$ cat src/rtl/intraloop_pkg.sv
// intraloop_pkg: shared sequencer state encoding and block-index constants
package intraloop_pkg;
    typedef enum logic [1:0] {IDLE, ISSUE, WAIT, DONE} seq_state_t;
    localparam int LUMA_PER_CHROMA = 16;
    localparam int BLK_IDX_W = 32;
endpackage

$ cat src/rtl/fb_collector.sv
// fb_collector: three sticky write-back flags with clear and an all-done summary
module fb_collector (
    input  logic clk,
    input  logic reset,
    input  logic i_clear,
    input  logic i_en,
    input  logic i_fb_luma,
    input  logic i_fb_cb,
    input  logic i_fb_cr,
    output logic o_all_done
);
    logic [2:0] r_flags;
    // clear wins over any same-cycle feedback; set flags just stay set on repeats
    always_ff @(posedge clk) begin
        if (!reset) r_flags <= '0;
        else if (i_clear) r_flags <= '0;
        else if (i_en) r_flags <= r_flags | {i_fb_cr, i_fb_cb, i_fb_luma};
    end
    assign o_all_done = &r_flags;
endmodule

$ cat src/rtl/intra_mb_sequencer.sv
// intra_mb_sequencer: one-at-a-time luma/chroma block issue controller; SEQ_TIMEOUT_EN adds a WAIT watchdog
module intra_mb_sequencer
    import intraloop_pkg::*;
#(
    parameter int FRAME_W        = 32,
    parameter int FRAME_H        = 16,
    parameter int TIMEOUT_CYCLES = 64
) (
    input  logic                 clk,
    input  logic                 reset,
    input  logic                 start,
    input  logic                 fb_luma4x4,
    input  logic                 fb_chromab8x8,
    input  logic                 fb_chromar8x8,
    output logic                 enable,
    output logic [BLK_IDX_W-1:0] mbnumber_luma4x4,
    output logic [BLK_IDX_W-1:0] mbnumber_chromab8x8,
    output logic [BLK_IDX_W-1:0] mbnumber_chromar8x8,
    output logic                 busy,
    output logic                 frame_done
`ifdef SEQ_TIMEOUT_EN
    ,output logic                timeout_err
`endif
);
    localparam int NL = (FRAME_W / 4) * (FRAME_H / 4);
    localparam int CH_SHIFT = $clog2(LUMA_PER_CHROMA);

    seq_state_t r_state, w_next;
    logic [BLK_IDX_W-1:0] r_luma_idx;
    logic w_all_done, w_last, w_timeout;

    fb_collector u_fb (
        .clk        (clk),
        .reset      (reset),
        .i_clear    (r_state == ISSUE),
        .i_en       (r_state == WAIT),
        .i_fb_luma  (fb_luma4x4),
        .i_fb_cb    (fb_chromab8x8),
        .i_fb_cr    (fb_chromar8x8),
        .o_all_done (w_all_done)
    );

    assign w_last = r_luma_idx == BLK_IDX_W'(NL - 1);

`ifdef SEQ_TIMEOUT_EN
    logic [BLK_IDX_W-1:0] r_wait_cnt;
    logic r_timeout_err;
    assign w_timeout = (r_state == WAIT) && !w_all_done && (r_wait_cnt == BLK_IDX_W'(TIMEOUT_CYCLES - 1));
    // count WAIT cycles since the last issue and latch the error until reset
    always_ff @(posedge clk) begin
        if (!reset) begin
            r_wait_cnt    <= '0;
            r_timeout_err <= 1'b0;
        end else begin
            if (r_state == ISSUE) r_wait_cnt <= '0;
            else if (r_state == WAIT) r_wait_cnt <= r_wait_cnt + 1'b1;
            if (w_timeout) r_timeout_err <= 1'b1;
        end
    end
    assign timeout_err = r_timeout_err;
`else
    // without the watchdog WAIT is unbounded
    assign w_timeout = (TIMEOUT_CYCLES < 0);
`endif

    // state register
    always_ff @(posedge clk) begin
        if (!reset) r_state <= IDLE;
        else r_state <= w_next;
    end

    // next-state: one block in flight, advance only once all three planes are written back
    always_comb begin
        w_next = r_state;
        case (r_state)
            IDLE:    w_next = start ? ISSUE : IDLE;
            ISSUE:   w_next = WAIT;
            WAIT:    w_next = w_all_done ? (w_last ? DONE : ISSUE) : (w_timeout ? IDLE : WAIT);
            default: w_next = IDLE;
        endcase
    end

    // luma index steps on WAIT->ISSUE so it is settled for the whole issue/wait window
    always_ff @(posedge clk) begin
        if (!reset) r_luma_idx <= '0;
        else if (r_state == WAIT && w_all_done && !w_last) r_luma_idx <= r_luma_idx + 1'b1;
        else if (r_state == DONE) r_luma_idx <= '0;
    end

    assign enable              = r_state == ISSUE;
    assign busy                = r_state != IDLE;
    assign frame_done          = r_state == DONE;
    assign mbnumber_luma4x4    = r_luma_idx;
    assign mbnumber_chromab8x8 = r_luma_idx >> CH_SHIFT;
    assign mbnumber_chromar8x8 = r_luma_idx >> CH_SHIFT;
endmodule

$ cat config.mk
export PLATFORM = sky130hd
export DESIGN_NAME = intra_mb_sequencer
export DESIGN_NICKNAME = d
export VERILOG_FILES = /design/src/rtl/intraloop_pkg.sv /design/src/rtl/fb_collector.sv /design/src/rtl/intra_mb_sequencer.sv
export SDC_FILE = /design/constraint.sdc
export NUM_CORES = 1
export LEC_CHECK = 0
export CAP_MARGIN = 10
export CORE_ASPECT_RATIO = 1.5
export CORE_MARGIN = 8
export CORE_UTILIZATION = 40
export CTS_BUF_LIST = sky130_fd_sc_hd__clkbuf_8 sky130_fd_sc_hd__clkbuf_16
export CTS_CLUSTER_SIZE = 25
export DETAILED_ROUTE_END_ITERATION = 10
export GPL_TIMING_DRIVEN = 0
export PLACE_DENSITY_LB_ADDON = 0.05
export RECOVER_POWER = 25
export SETUP_SLACK_MARGIN = 0.02
export SKIP_CTS_REPAIR_TIMING = 1
export SLEW_MARGIN = 20
export SYNTH_ARGS = -nofsm -noshare
export SYNTH_HDL_FRONTEND = slang
export SYNTH_SLANG_ARGS = --single-unit
$ cat constraint.sdc
create_clock -name clk -period 7.1 [get_ports clk]
set_clock_uncertainty 0.15 [all_clocks]
set_input_delay 1.42 -clock clk [delete_from_list [all_inputs] [get_ports clk]]
set_output_delay 1.42 -clock clk [all_outputs]
set_load 0.02 [all_outputs]
==> flow_summary.toml, run 1 <==
[clock_tree]
clk_pin_slew_ns = 0.08
clockBufferDepth = 2
cts_made_buffers = 5
tritoncts = "yes"
clock-sinks = 37
cts.htree.levels = 2
clock_latency_ns = 0.29
clock-root-buffer = "clkbuf_8"

[routing]
ant_nets = 0
drc = 0
avgRoutedWirePerCell_um = 16.2
totalWireLength_um = 8400
firstDrtPassIters = 5
num_vias = 2838
vias_per_cell = 5.48
first_iter_violations = 207

[floorplan]
start_util_pct = 40.7
fp.dieArea_mm2 = 0.00945
fp.dieW_um = 82.1
die_h_um = 115
ioPinCount = 105
fp-row-count = 36
core-area_mm2 = 0.00644

[pwr]
power.share.clock_pct = 37.8
seqPwrFrac_pct = 55.4
combPwrFrac_pct = 6.8
p_switching_uw = 94.3
ir_drop_v = 0.0000808
powerDensity_mw_per_mm2 = 100
netSwitchingFraction_pct = 24.9
p_int_uw = 284
p_leak_uw = 0.00163

[worst_setup_path]
r2r_setup_slack_ns = 3.97
start_kind = "input pin"
rr_endpoint = "mbnumber_luma4x4[30]"
startpoint = "reset"
critPathMaxFanout = 10
r2r-start = "mbnumber_luma4x4[0]"
crit_type = "in -> reg"
r2r_cells = 8
arrival_ns = 3.91
worstSetupEndpoint = "mbnumber_luma4x4[30]"
critPathRequiredTime_ns = 7.17
cp-end-kind = "register"

[yosys]
synth-seq-cells = 37
synth_area_leaders = "dfxtp_1, buf_4, nand2_1"
synth_edf_count = 0
synth_top_area_cell = "dfxtp_1"
syn_avg_cell_area_um2 = 7.92
ys_seq_area_share_pct = 28.3
synth_ff_type = "dfxtp_1"
synth_top_area_share_pct = 28.3
async_flop_share_pct = 0
syn_area_mm2 = 0.00262
ys_warn_count = 0
synthCells = 331
synth_cell_types = 56

[worst_hold_path]
hold_start = "u_fb.r_flags[2]"
hp-class = "reg -> reg"

[finish]
diodes = 0
drive_gt1_share_pct = 19.7
fin_area_mm2 = 0.00378
utilization_pct = 58.7
nets = 448
area_growth_pct = 44.4

[placement]
place_area_mm2 = 0.00370
pre_cts_ws_ns = 3.08
dp_hpwl_um = 6450
place.gp.congestion = 0.880
portBuffers = 96

[timing]
hold_ws_ns = 0.363
setup_violations = 0
rsz0062_at_grt = "no"
max_freq_mhz = 260
max_slew.worst_pin.slew_ns = 1.13
period_share_pct = 54.1
finalHoldViolations = 0
maxSlewViolCount = 0
tns_ns = 0
timing.final.ws_setup_ns = 3.26
period_needed_ns = 3.84
max-slew-margin-rel_pct = 23.8

[grt]
antenna_found_initial = 0
grt_first_pass_wirelength_um = 13500
grt_overflow = 0
grt_max_degree = 12
grt_usage_pct = 18.0
first_global_vias = 2689

[job]
cap_violations = 0

[status]
outcome = "finished, final reports clean"
## Yosys cell counts (all sizes together), types with 2 or more instances
cell type / instances
nor2: 14
buf: 66
o21ai: 12
and2: 3
a211o: 5
o41ai: 2
and3: 10
inv: 7
or4: 10
a21o: 10
a22o: 3
nand4: 15
or2: 2
dfxtp: 37
nand2: 28
a21oi: 15
a22oi: 4
o221ai: 3
xnor2: 2
and4: 9
mux2i: 2
nor3: 8
nor4: 12
nand3: 15
or3: 8
clkbuf: 9
o31ai: 4
## worst max-delay path: stages
cell and delay [ns]:
dlygate4sd3_1 0.58, and3_1 0.19, a21boi_0 0.90, clkbuf_1 0.46, nand4_1 0.17, mux2i_1 0.18
## worst min-delay path by stage
stage | cells past startpoint | end | slack (ns)
2_1_floorplan | 2 | u_fb.r_flags[2] | 0.32
3_3_place_gp | 2 | u_fb.r_flags[1] | 0.34
3_5_place_dp | 2 | u_fb.r_flags[1] | 0.35
4_1_cts | 2 | u_fb.r_flags[1] | 0.37
5_1_grt | 2 | u_fb.r_flags[0] | 0.39
6_report | 2 | u_fb.r_flags[2] | 0.36
## sequential cells by signal, summed over array words and instances (netlist names)
signal,flops
mbnumber_luma4x4,32
r_state,2
u_fb.r_flags,3
## power groups by stage
stage | Sequential [µW] | Clock [µW] | Combinational, µW
2_1_floorplan | 214 | 0 | 17.3
3_3_place_gp | 215 | 0 | 25.6
3_5_place_dp | 215 | 0 | 25.9
4_1_cts | 210 | 145 | 26.0
5_1_grt | 210 | 154 | 27.9
6_report | 210 | 143 | 25.8
## metrics by stage
| stage | power, µW | instances |
|---|---|---|
| after global placement | 240 | 510 |
| final | 379 | 518 |
| after CTS | 380 | 518 |
| after floorplan | 232 | 338 |
| after global routing | 392 | 518 |
| after detailed placement | 241 | 510 |
## layer usage
layer | part of all wire, % | GRT usage (%) | vias up
li1 | - | - | 1391
met1 | 38 | 19.3 | 1342
met2 | 54 | 32.3 | 90
met3 | 5.6 | 3.44 | 15
met4 | 2.4 | 8.00 | 0
met5 | 0 | 0 | -
## kinds of logic (layout without fill, tap and decap cells)
kind of cell	after synthesis	in the layout	synth area share (%)
other	1	8	0.143
AND/OR/NAND/NOR	138	138	30.7
multiplexers	2	2	0.764
flip-flops	37	37	28.3
AO/OA/AOI/OAI	68	68	17.9
XOR/XNOR	2	2	0.669
adder cells (fa/ha/maj)	1	1	0.477
buffers and inverters	82	186	21.1
## cell type report
class                   instances  area (µm²)
plain buffers                  75         526
well taps                      76        95.1
clock inverters                 3        11.3
repair buffers                 96         961
flip-flops and latches         37         741
multi-input cells             219        1350
inverters                       7        26.3
fillers                       640        2660
clock buffers                   5        68.8
## cells in the final DEF (no fill, tap or decap), types with 11 or more instances in the layout
cell type / Yosys / routed
nand3_1: 14 / 14
nand2_1: 28 / 28
nand4_1: 14 / 14
buf_4: 64 / 64
a21oi_1: 15 / 15
o21ai_0: 11 / 11
nor4_1: 12 / 12
dfxtp_1: 37 / 37
clkdlybuf4s50_1: 0 / 75
dlygate4sd3_1: 0 / 21
nor2_1: 14 / 14
No activity file was read; power rests on OpenSTA's default activity.
==> inputs of run 2 (changes only) <==
- clock period: 7.1 -> 3.1 ns (I/O delays scaled with it)
==> run 2 against run 1 <==
  * First-iteration DRC count rose by 14%
  * Wire length down 0.43%
  * Worst setup slack worse by 3.0 ns
  * Total power increased by 130%
  * Register-to-register slack lost 3.7 ns
  * Sequential share of layout area down 0.052 points
  * Combinational power up 130%
  * Clock power grew 130%
  * Cell area up 0.26%
  * Via count down 0.74%
  * Die area unchanged
  * Hold slack barely moved
  * Critical endpoint unchanged
==> flow_summary.toml, run 2 (synthesis gave the netlist of run 1 again) <==
[pwr]
p_int_uw = 652
seqPwrFrac_pct = 55.5
p_leak_uw = 0.00166
combPwrFrac_pct = 6.9
netSwitchingFraction_pct = 24.7
powerDensity_mw_per_mm2 = 228
power_uw = 866
power.share.clock_pct = 37.6
ir_drop_v = 0.000191
p_switching_uw = 214

[finish]
fillers = 638
layout_common_cells = "clkdlybuf4s50_1, buf_4, dfxtp_1"
area_growth_pct = 44.7
largest_reg_flops = 32
diodes = 0
utilization_pct = 58.9
nets = 448
fin_area_mm2 = 0.00379
drive_gt1_share_pct = 19.9
final_common_cell = "clkdlybuf4s50_1"

[timing]
period_share_pct = 90.8
setup_violations = 0
max-slew-margin-rel_pct = 51.5
period_needed_ns = 2.81
tns_ns = 0
finalHoldViolations = 0
maxSlewViolCount = 0
max_freq_mhz = 355
max_slew.worst_pin.slew_ns = 0.727
hold_ws_ns = 0.363
rsz0062_at_grt = "no"

[grt]
use_met1_pct = 19.3
grt_first_pass_wirelength_um = 13500
grt_max_degree = 12
grtUsageMet3_pct = 3.44
grtUsageMet2_pct = 32.3
busiest_layer = "met2"
grt_overflow = 0
antenna_found_initial = 0
grt_usage_pct = 18.0
first_global_vias = 2689

[placement]
place.gp.congestion = 0.880
place_area_mm2 = 0.00370
dp_hpwl_um = 6450
portBuffers = 96

[worst_setup_path]
r2r-start = "mbnumber_luma4x4[0]"
cp-end-kind = "register"
r2r_cells = 8
crit_type = "reg -> reg"
critPathMaxFanout = 10
rr_endpoint = "mbnumber_luma4x4[30]"
startpoint = "mbnumber_luma4x4[0]"
worstSetupEndpoint = "mbnumber_luma4x4[30]"
r2r_setup_slack_ns = 0.29
start_kind = "register"
arrival_ns = 2.88
critPathRequiredTime_ns = 3.17

[floorplan]
fp-row-count = 36
ioPinCount = 105
fp.dieArea_mm2 = 0.00945
start_util_pct = 40.7
fp.dieW_um = 82.1
core-area_mm2 = 0.00644
die_h_um = 115

[clock_tree]
clockBufferDepth = 2
clk_pin_slew_ns = 0.08
clock-sinks = 37
clock_latency_ns = 0.29
cts_made_buffers = 5
clock-root-buffer = "clkbuf_8"
cts.htree.levels = 2
tritoncts = "yes"

[routing]
vias_per_cell = 5.44
first_iter_violations = 237
ant_nets = 0
num_vias = 2817
firstDrtPassIters = 4
drc = 0
totalWireLength_um = 8370
avgRoutedWirePerCell_um = 16.2

[job]
cap_violations = 0

[worst_hold_path]
hp-class = "reg -> reg"

[status]
outcome = "finished, final reports clean"
run 2: cell types whose count changed in the layout (fill, tap and decap cells not counted):
cell | before | now
nor3_4 | 0 | 1
dlygate4sd3_1 | 21 | 27
o21ai_2 | 0 | 1
o21ai_1 | 1 | 0
a21boi_1 | 0 | 1
clkdlybuf4s50_1 | 75 | 69
nor3_2 | 1 | 0
a21boi_0 | 1 | 0
run 2: per-stage QoR:
step                std cells  worst slack [ns]
finish                    518             0.286
global route              518            0.0761
CTS                       518         -0.000638
detailed placement        510            -0.118
global placement          510           0.00706
floorplan                 338             0.557
run 2: how the worst min path moves through the flow:
stage / from / to / slack [ns] / depth (start not counted)
floorplan: u_fb.r_flags[2] / u_fb.r_flags[2] / 0.32 / 2
global placement: u_fb.r_flags[1] / u_fb.r_flags[1] / 0.34 / 2
detailed placement: u_fb.r_flags[1] / u_fb.r_flags[1] / 0.35 / 2
CTS: u_fb.r_flags[1] / u_fb.r_flags[1] / 0.37 / 2
global route: u_fb.r_flags[0] / u_fb.r_flags[0] / 0.39 / 2
finish: u_fb.r_flags[1] / u_fb.r_flags[1] / 0.36 / 2
run 2: critical path, cell delays in order, from the launching register on:
cell and delay (ns):
dfxtp_1 0.36, ha_1 0.25, and4_1 0.20, clkbuf_1 0.17, and4_1 0.21, a21boi_1 0.60, clkbuf_1 0.45, nand4_1 0.17
mux2i_1 0.18
run 2: area by class of cell:
class	count	area, µm²	share of cell area (%)
multi-input cells	219	1360	36.0
repair buffers	96	961	25.3
flip-flops and latches	37	741	19.5
plain buffers	75	526	13.9
well taps	76	95.1	2.51
clock buffers	5	68.8	1.81
inverters	7	26.3	0.693
clock inverters	3	11.3	0.297
run 2: routing by layer:
metal / vias up / routed length, µm
li1: 1388 / -
met1: 1324 / 3240
met2: 90 / 4470
met3: 15 / 462
met4: 0 / 196
met5: - / 0
run 2: power groups by stage:
stage                     sequential [µW]  combinational, µW  clock (µW)
after detailed placement              492               59.3           0
after global routing                  481               65.0         353
after CTS                             481               59.6         331
after global placement                492               58.7           0
after floorplan                       491               39.5           0
final                                 481               60.0         325
